[config.mk]
export PLATFORM = sky130hd
export DESIGN_NAME = decode_fifo_mw_flat
export DESIGN_NICKNAME = d
export VERILOG_FILES = /design/src/rtl/decode_fifo_mw_if.sv /design/src/rtl/decode_fifo_mw.sv /design/src/flat_wrapper.sv
export SDC_FILE = /design/constraint.sdc
export NUM_CORES = 2
export LEC_CHECK = 0
export CORE_ASPECT_RATIO = 0.7
export CORE_MARGIN = 5
export CORE_UTILIZATION = 45
export DETAILED_ROUTE_END_ITERATION = 10
export PLACE_DENSITY_LB_ADDON = 0.2
export SETUP_SLACK_MARGIN = 0.05
export SYNTH_ARGS = -nofsm -noshare
export SYNTH_HDL_FRONTEND = slang
export SYNTH_SLANG_ARGS = --single-unit
[constraint.sdc]
create_clock -name clk -period 10.5 [get_ports clk]
set_input_delay 2.1 -clock clk [delete_from_list [all_inputs] [get_ports clk]]
set_output_delay 2.1 -clock clk [all_outputs]
set_load 0.01 [all_outputs]
[src/rtl/decode_fifo_mw_if.sv]
// Bus bundle between fetch/pre-decode, the decoded-instruction buffer and issue.
//
// Handshake: the enqueue side presents lanes in in_valid, contiguous from lane 0.
// Lanes are taken only in a cycle where in_ready is high and flush is low.
// in_ready comes from the registered occupancy only. Fetch holds its lanes
// while in_ready is low. The dequeue side may consume deq_cnt entries in a
// cycle, where deq_cnt <= popcount(out_valid). out_valid is contiguous from
// lane 0, and lane 0 is the oldest entry.
interface decode_fifo_mw_if #(
  parameter int DEPTH = 16,
  parameter int ENQ_W = 2,
  parameter int DEQ_W = 2,
  parameter int EXC_W = 3
);
  localparam int DC_W  = $clog2(DEQ_W + 1);
  localparam int CNT_W = $clog2(DEPTH) + 1;

  logic                   flush;
  logic [ENQ_W-1:0]       in_valid;
  logic [ENQ_W*32-1:0]    in_instr;
  logic [ENQ_W*32-1:0]    in_pc;
  logic [ENQ_W-1:0]       in_is_branch;
  logic [ENQ_W*EXC_W-1:0] in_exc;
  logic                   in_ready;
  logic [DEQ_W-1:0]       out_valid;
  logic [DEQ_W*32-1:0]    out_instr;
  logic [DEQ_W*32-1:0]    out_pc;
  logic [DEQ_W-1:0]       out_is_branch;
  logic [DEQ_W-1:0]       out_in_delay_slot;
  logic [DEQ_W*EXC_W-1:0] out_exc;
  logic [DC_W-1:0]        deq_cnt;
  logic [CNT_W-1:0]       count;

  // Buffer side
  modport slave (
    input  flush, in_valid, in_instr, in_pc, in_is_branch, in_exc, deq_cnt,
    output in_ready, out_valid, out_instr, out_pc, out_is_branch,
           out_in_delay_slot, out_exc, count
  );

  // Fetch/issue side
  modport master (
    output flush, in_valid, in_instr, in_pc, in_is_branch, in_exc, deq_cnt,
    input  in_ready, out_valid, out_instr, out_pc, out_is_branch,
           out_in_delay_slot, out_exc, count
  );
endinterface

[src/rtl/decode_fifo_mw.sv]
// Multi-lane decoded-instruction buffer. It sits between fetch/pre-decode and issue.
// The buffer tags each entry with its delay-slot status. It holds back a branch
// until the branch's delay slot can be presented in the same group.
module decode_fifo_mw #(
  parameter int DEPTH = 16,
  parameter int ENQ_W = 2,
  parameter int DEQ_W = 2,
  parameter int EXC_W = 3
) (
  input  logic            clk,
  input  logic            resetn,
  decode_fifo_mw_if.slave bus
);
  localparam int PTR_W = $clog2(DEPTH);
  localparam int CNT_W = PTR_W + 1;
  localparam int DC_W  = $clog2(DEQ_W + 1);
  localparam int NI_W  = $clog2(ENQ_W + 1);

  // Control state. The pointers carry one extra wrap bit.
  logic [PTR_W:0]   r_wr_ptr;
  logic [PTR_W:0]   r_rd_ptr;
  logic [CNT_W-1:0] r_count;
  logic             r_last_br;

  // Entry storage. No reset is needed, because r_count qualifies every read.
  logic [31:0]      r_instr [DEPTH];
  logic [31:0]      r_pc    [DEPTH];
  logic             r_br    [DEPTH];
  logic             r_ds    [DEPTH];
  logic [EXC_W-1:0] r_exc   [DEPTH];

  logic             w_in_ready;
  logic [NI_W-1:0]  w_n_lead;
  logic             w_run;
  logic [NI_W-1:0]  w_n_in;
  logic [ENQ_W-1:0] w_ds_in;
  logic             w_last_br_nxt;
  logic [PTR_W-1:0] w_wr_idx [ENQ_W];
  logic [PTR_W-1:0] w_rd_idx [DEQ_W];
  logic [DEQ_W-1:0] w_out_valid;
  logic             w_block;
  logic             w_have;
  logic             w_have_next;
  logic [DC_W-1:0]  w_pop;

  // Space for a full enqueue group. This uses the registered occupancy only.
  assign w_in_ready = (DEPTH - int'(r_count)) >= ENQ_W;

  // Count the leading valid lanes. A gap ends the group.
  always_comb begin
    w_n_lead = '0;
    w_run    = 1'b1;
    for (int i = 0; i < ENQ_W; i++) begin
      if (w_run && bus.in_valid[i]) w_n_lead = w_n_lead + NI_W'(1);
      else                          w_run    = 1'b0;
    end
  end

  // Lanes accepted this cycle. No lanes are accepted when the buffer is not ready or when it is being flushed.
  assign w_n_in = (w_in_ready && !bus.flush) ? w_n_lead : '0;

  // Delay-slot tags for incoming lanes, and the branch flag of the youngest accepted lane.
  always_comb begin
    w_ds_in       = '0;
    w_ds_in[0]    = r_last_br;
    for (int i = 1; i < ENQ_W; i++) w_ds_in[i] = bus.in_is_branch[i-1];
    w_last_br_nxt = r_last_br;
    for (int i = 0; i < ENQ_W; i++) begin
      if (NI_W'(i) < w_n_in) w_last_br_nxt = bus.in_is_branch[i];
    end
  end

  // Per-lane storage indices. The truncation to PTR_W bits wraps them mod DEPTH.
  always_comb begin
    for (int i = 0; i < ENQ_W; i++) w_wr_idx[i] = r_wr_ptr[PTR_W-1:0] + PTR_W'(i);
    for (int k = 0; k < DEQ_W; k++) w_rd_idx[k] = r_rd_ptr[PTR_W-1:0] + PTR_W'(k);
  end

  // Write the accepted lanes into the circular array.
  always_ff @(posedge clk) begin
    for (int i = 0; i < ENQ_W; i++) begin
      if (NI_W'(i) < w_n_in) begin
        r_instr[w_wr_idx[i]] <= bus.in_instr[i*32 +: 32];
        r_pc[w_wr_idx[i]]    <= bus.in_pc[i*32 +: 32];
        r_br[w_wr_idx[i]]    <= bus.in_is_branch[i];
        r_ds[w_wr_idx[i]]    <= w_ds_in[i];
        r_exc[w_wr_idx[i]]   <= bus.in_exc[i*EXC_W +: EXC_W];
      end
    end
  end

  // Decide which head lanes can be presented. A branch is held back, together
  // with every younger lane, unless its delay slot is present in the next lane.
  always_comb begin
    w_out_valid = '0;
    w_block     = 1'b0;
    w_have      = 1'b0;
    w_have_next = 1'b0;
    for (int k = 0; k < DEQ_W; k++) begin
      w_have      = CNT_W'(k) < r_count;
      w_have_next = (k + 1 < DEQ_W) && (CNT_W'(k + 1) < r_count);
      if (!w_block && w_have) begin
        if (DEQ_W >= 2 && r_br[w_rd_idx[k]] && !w_have_next) w_block = 1'b1;
        else                                                 w_out_valid[k] = 1'b1;
      end else begin
        w_block = 1'b1;
      end
    end
  end

  // Number of lanes that are presentable this cycle.
  always_comb begin
    w_pop = '0;
    for (int k = 0; k < DEQ_W; k++) w_pop = w_pop + DC_W'(w_out_valid[k]);
  end

  // Drive the head entries onto the output lanes.
  always_comb begin
    bus.out_instr         = '0;
    bus.out_pc            = '0;
    bus.out_is_branch     = '0;
    bus.out_in_delay_slot = '0;
    bus.out_exc           = '0;
    for (int k = 0; k < DEQ_W; k++) begin
      bus.out_instr[k*32 +: 32]         = r_instr[w_rd_idx[k]];
      bus.out_pc[k*32 +: 32]            = r_pc[w_rd_idx[k]];
      bus.out_is_branch[k]              = r_br[w_rd_idx[k]];
      bus.out_in_delay_slot[k]          = r_ds[w_rd_idx[k]];
      bus.out_exc[k*EXC_W +: EXC_W]     = r_exc[w_rd_idx[k]];
    end
  end

  assign bus.out_valid = w_out_valid;
  assign bus.in_ready  = w_in_ready;
  assign bus.count     = r_count;

  // Update the pointers, the occupancy and the delay-slot carry. Flush has priority over enqueue and dequeue.
  always_ff @(posedge clk or negedge resetn) begin
    if (!resetn) begin
      r_wr_ptr  <= '0;
      r_rd_ptr  <= '0;
      r_count   <= '0;
      r_last_br <= 1'b0;
    end else if (bus.flush) begin
      r_wr_ptr  <= '0;
      r_rd_ptr  <= '0;
      r_count   <= '0;
      r_last_br <= 1'b0;
    end else begin
      r_wr_ptr  <= r_wr_ptr + (PTR_W+1)'(w_n_in);
      r_rd_ptr  <= r_rd_ptr + (PTR_W+1)'(bus.deq_cnt);
      r_count   <= r_count + CNT_W'(w_n_in) - CNT_W'(bus.deq_cnt);
      r_last_br <= w_last_br_nxt;
    end
  end

  // The issue stage must never consume more entries than are presented.
  deq_legal_a: assert property (@(posedge clk) disable iff (!resetn)
    bus.flush || (bus.deq_cnt <= w_pop));
endmodule

[src/flat_wrapper.sv]
// flat-port wrapper written by rule: the top's interface ports become plain ports
module decode_fifo_mw_flat 
#(
  parameter int DEPTH = 16,
  parameter int ENQ_W = 2,
  parameter int DEQ_W = 2,
  parameter int EXC_W = 3
)
  (clk, resetn, bus_flush, bus_in_valid, bus_in_instr, bus_in_pc, bus_in_is_branch, bus_in_exc, bus_deq_cnt, bus_in_ready, bus_out_valid, bus_out_instr, bus_out_pc, bus_out_is_branch, bus_out_in_delay_slot, bus_out_exc, bus_count);
  decode_fifo_mw_if #(.DEPTH(DEPTH), .ENQ_W(ENQ_W), .DEQ_W(DEQ_W), .EXC_W(EXC_W)) bus_i ();
  input  logic clk;
  input  logic resetn;
  input wire logic [$bits(bus_i.flush)-1:0] bus_flush;
  input wire logic [$bits(bus_i.in_valid)-1:0] bus_in_valid;
  input wire logic [$bits(bus_i.in_instr)-1:0] bus_in_instr;
  input wire logic [$bits(bus_i.in_pc)-1:0] bus_in_pc;
  input wire logic [$bits(bus_i.in_is_branch)-1:0] bus_in_is_branch;
  input wire logic [$bits(bus_i.in_exc)-1:0] bus_in_exc;
  input wire logic [$bits(bus_i.deq_cnt)-1:0] bus_deq_cnt;
  output wire logic [$bits(bus_i.in_ready)-1:0] bus_in_ready;
  output wire logic [$bits(bus_i.out_valid)-1:0] bus_out_valid;
  output wire logic [$bits(bus_i.out_instr)-1:0] bus_out_instr;
  output wire logic [$bits(bus_i.out_pc)-1:0] bus_out_pc;
  output wire logic [$bits(bus_i.out_is_branch)-1:0] bus_out_is_branch;
  output wire logic [$bits(bus_i.out_in_delay_slot)-1:0] bus_out_in_delay_slot;
  output wire logic [$bits(bus_i.out_exc)-1:0] bus_out_exc;
  output wire logic [$bits(bus_i.count)-1:0] bus_count;
  assign bus_i.flush = bus_flush;
  assign bus_i.in_valid = bus_in_valid;
  assign bus_i.in_instr = bus_in_instr;
  assign bus_i.in_pc = bus_in_pc;
  assign bus_i.in_is_branch = bus_in_is_branch;
  assign bus_i.in_exc = bus_in_exc;
  assign bus_i.deq_cnt = bus_deq_cnt;
  assign bus_in_ready = bus_i.in_ready;
  assign bus_out_valid = bus_i.out_valid;
  assign bus_out_instr = bus_i.out_instr;
  assign bus_out_pc = bus_i.out_pc;
  assign bus_out_is_branch = bus_i.out_is_branch;
  assign bus_out_in_delay_slot = bus_i.out_in_delay_slot;
  assign bus_out_exc = bus_i.out_exc;
  assign bus_count = bus_i.count;
  decode_fifo_mw #(.DEPTH(DEPTH), .ENQ_W(ENQ_W), .DEQ_W(DEQ_W), .EXC_W(EXC_W)) u_core (.clk(clk), .resetn(resetn), .bus(bus_i));
endmodule
==> results.ini <==
[sta]
fin_setup_tns_ps = 0
rsz0062_at_grt = no
fin_ws_ps = 2507
skew_ps = 34.40
hold_viol_final = 0
finalMaxSlewViolations = 0
period_share_pct = 76.13
max_slew_margin_pct = 14.89
fmaxAchievable_mhz = 125.1
setup_viol = 0
min_period_ps = 7993
worst_slew_pin_slew_ps = 1277

[synth]
synth-async-reset-ratio_pct = 1.252
synth-seq-area-share_pct = 51.34
syn_area_per_cell_um2 = 16.55
synth_simple_gate_area_share_pct = 0.9549
synth_top_family_by_area = multiplexers
synth-main-ff-cell = edfxtp_1
synth_cells = 3943
synth.area.mux_share_pct = 40.48
synth_commonest_cells = edfxtp_1 (1104), mux2_2 (1010), mux4_2 (483)
synth_compound_area_share_pct = 3.624
yosys.area.top_type_share_pct = 50.81
syn-num-nets = 4105
yosysUniqueCellTypes = 51
syn-cell-area_um2 = 65250
yosysTopAreaCell = edfxtp_1
synth_xor_area_share_pct = 0.1208
synth.most_common_cell = edfxtp_1
synth_area_leaders = edfxtp_1 (51%), mux2_2 (17%), mux4_2 (17%)
synth_warnings = 0
ys_ff_latch = 1118
synth_edf_count = 1104
synth_fa_ha_area_share_pct = 0.4104

[finish]
fillers = 11710
layout-drive-gt1-share_pct = 45.97
area_growth_pct = 12.61
nets = 4152
seqCellArea_um2 = 33520
final_util_pct = 51.19
multi_input_area_um2 = 30110

[setup_path]
path_class = reg -> out
crit_path_start_kind = flop
reg2reg_from = u_core.bus.count[0]
endpoint = bus_out_instr[27]
r2r_end = u_core.r_instr[2][17]
worstPathArrival_ps = 5890
cp_max_fo = 152
end_kind = output port
required_ps = 8400
rrSetupSlack_ps = 5800
cp-startpoint = u_core.r_rd_ptr[0]
reg2reg_depth = 9

[worst_hold_path]
hold_class = reg -> reg

[pwr]
p_per_area_nw_per_um2 = 167.8
seqPwrFrac_pct = 41.5
ir_drop_v = 0.0001542
combPwrFrac_pct = 24.9
cellInternalPower_mw = 8.849
clkPwrFrac_pct = 33.6
leakage_nw = 23.91
switchingPower_mw = 3.482
p_sw_share_pct = 28.24

[grt]
gr-usage-all-layers_pct = 27.42
antenna_found_initial = 25
grt_pass1_vias = 40310
grt_overflow = 0
grt_pass1_wl_um = 304100
grt_max_degree = 153

[status]
status = finished, final reports clean

[clocking]
cts_tree = yes
root_buffer = clkbuf_16
cts-resized-gates = 0
numClockSinks = 1118
htree_levels = 3
clkTransAtPathRegs_ps = 60
postCtsSetupRepairBufs = 0
cts_hold_buf = 0
clock_latency_ps = 760
clockBufferDepth = 3
cts_buffers = 116

[placed_design]
gp_congestion = 0.7940
dp_hpwl_um = 112900
numPortBuffers = 288
dp_slack_ps = 3253

[die]
start_util_pct = 45.46
die_y_um = 328.6
fp.dieArea_um2 = 152800
num_rows = 116
die_x_um = 465.1
num_io_pins = 289
coreArea_um2 = 143500

[detailed_routing]
via_count = 40670
remaining_drc_errors = 0
ant_nets = 0
wl_per_cell_um = 35.64
first_pass_iters = 5
totalWireLength_um = 213500
via_per_inst = 6.788
drt_iter0_drc = 5341

[job]
drv_cap = 0

[worst max-delay path: stages, from the launching register on]
cell and delay [ps]:
dfrtp_4 960, buf_12 620, buf_12 780, buf_4 930
mux2i_1 170, a221oi_1 450, o21ai_0 150, nand2_1 190
clkdlybuf4s50_1 560
[state kept, by name, indices dropped and copies added (netlist names)]
signal and count:
u_core.r_last_br 1, u_core.r_pc 512, u_core.r_br 16, u_core.r_exc 48, u_core.bus.count 5, u_core.r_instr 512
u_core.r_wr_ptr 4, u_core.r_rd_ptr 4, u_core.r_ds 16
[cells by family (layout without fill, tap and decap cells)]
group,count (synthesis),after routing
flip-flops,1118,1118
buffers and inverters,475,622
XOR/XNOR,9,9
adder cells (fa/ha/maj),19,19
AO/OA/AOI/OAI,322,322
AND/OR/NAND/NOR,133,133
multiplexers,1867,1867
other,0,14
[per-stage QoR]
stage	power, mW	instance area (um2)	hold slack, ps	instances
floorplan	7.059	65250	583.6	3943
global placement	8.270	69730	790.2	5760
detailed placement	8.294	69730	802.5	5760
CTS	12.42	73450	817.7	5978
global route	12.77	73470	876.8	5989
finish	12.33	73480	816.2	5992
[how the worst min path moves through the flow]
stage	start	to	slack, ps	cells past startpoint
CTS	u_core.r_last_br	u_core.r_last_br	820	2
detailed placement	u_core.r_last_br	u_core.r_last_br	800	2
global route	u_core.r_last_br	u_core.r_last_br	880	2
finish	u_core.r_last_br	u_core.r_last_br	820	2
floorplan	u_core.r_wr_ptr[0]	u_core.r_wr_ptr[0]	580	2
global placement	u_core.r_last_br	u_core.r_last_br	790	2
[metal layers]
| layer | up-vias | track usage [%] | wire length [um] | share of wire (%) |
|---|---|---|---|---|
| li1 | 16470 | - | - | - |
| met1 | 21660 | 39.33 | 89940 | 42 |
| met2 | 2161 | 42.78 | 98600 | 46 |
| met3 | 370 | 5.023 | 17860 | 8.4 |
| met4 | 14 | 8.349 | 7027 | 3.3 |
| met5 | - | 0 | 101 | 0.047 |
[final cells by class]
class                           count  share of cell area (%)
Tap cell                         1888                   3.215
Antenna cell                       14                 0.04768
Clock inverter                     81                  0.9995
Multi-Input combinational cell   2350                   40.98
Sequential cell                  1118                   45.61
Clock buffer                      137                   4.058
Inverter                           18                 0.09535
Timing Repair Buffer              386                   4.993
[cell usage in the layout, fill, tap and decap left out, types with 4 or more instances in the layout]
cell	Yosys	routed
dfrtp_4	0	4
nor4_2	0	5
diode_2	0	14
clkbuf_1	299	21
o21ai_4	0	14
a21oi_1	8	8
xnor2_1	8	6
mux2_4	80	80
buf_12	0	4
buf_4	4	94
o21ai_0	72	71
nor2b_1	7	6
edfxtp_1	1104	1104
nand2b_1	4	4
clkdlybuf4s50_1	0	288
nand2_1	71	71
a22oi_1	68	68
clkinv_2	0	25
nor2_1	19	17
a211oi_1	12	12
bufinv_16	0	12
mux4_2	483	483
mux2i_1	278	278
a221oi_1	136	136
clkinv_1	1	36
fa_1	4	4
mux2_2	1010	1010
nor3_2	0	7
inv_1	17	17
dfrtp_1	14	10
clkbuf_16	0	116
mux2_1	16	16
ha_1	15	14
[power groups by stage]
stage / registers, mW / logic [mW] / clock network [mW]
2_1_floorplan: 5.16 / 1.90 / 0
3_3_place_gp: 5.21 / 3.06 / 0
3_5_place_dp: 5.21 / 3.08 / 0
4_1_cts: 5.12 / 3.10 / 4.20
5_1_grt: 5.13 / 3.25 / 4.40
6_report: 5.12 / 3.07 / 4.14
(Power assumes the default switching activity.)
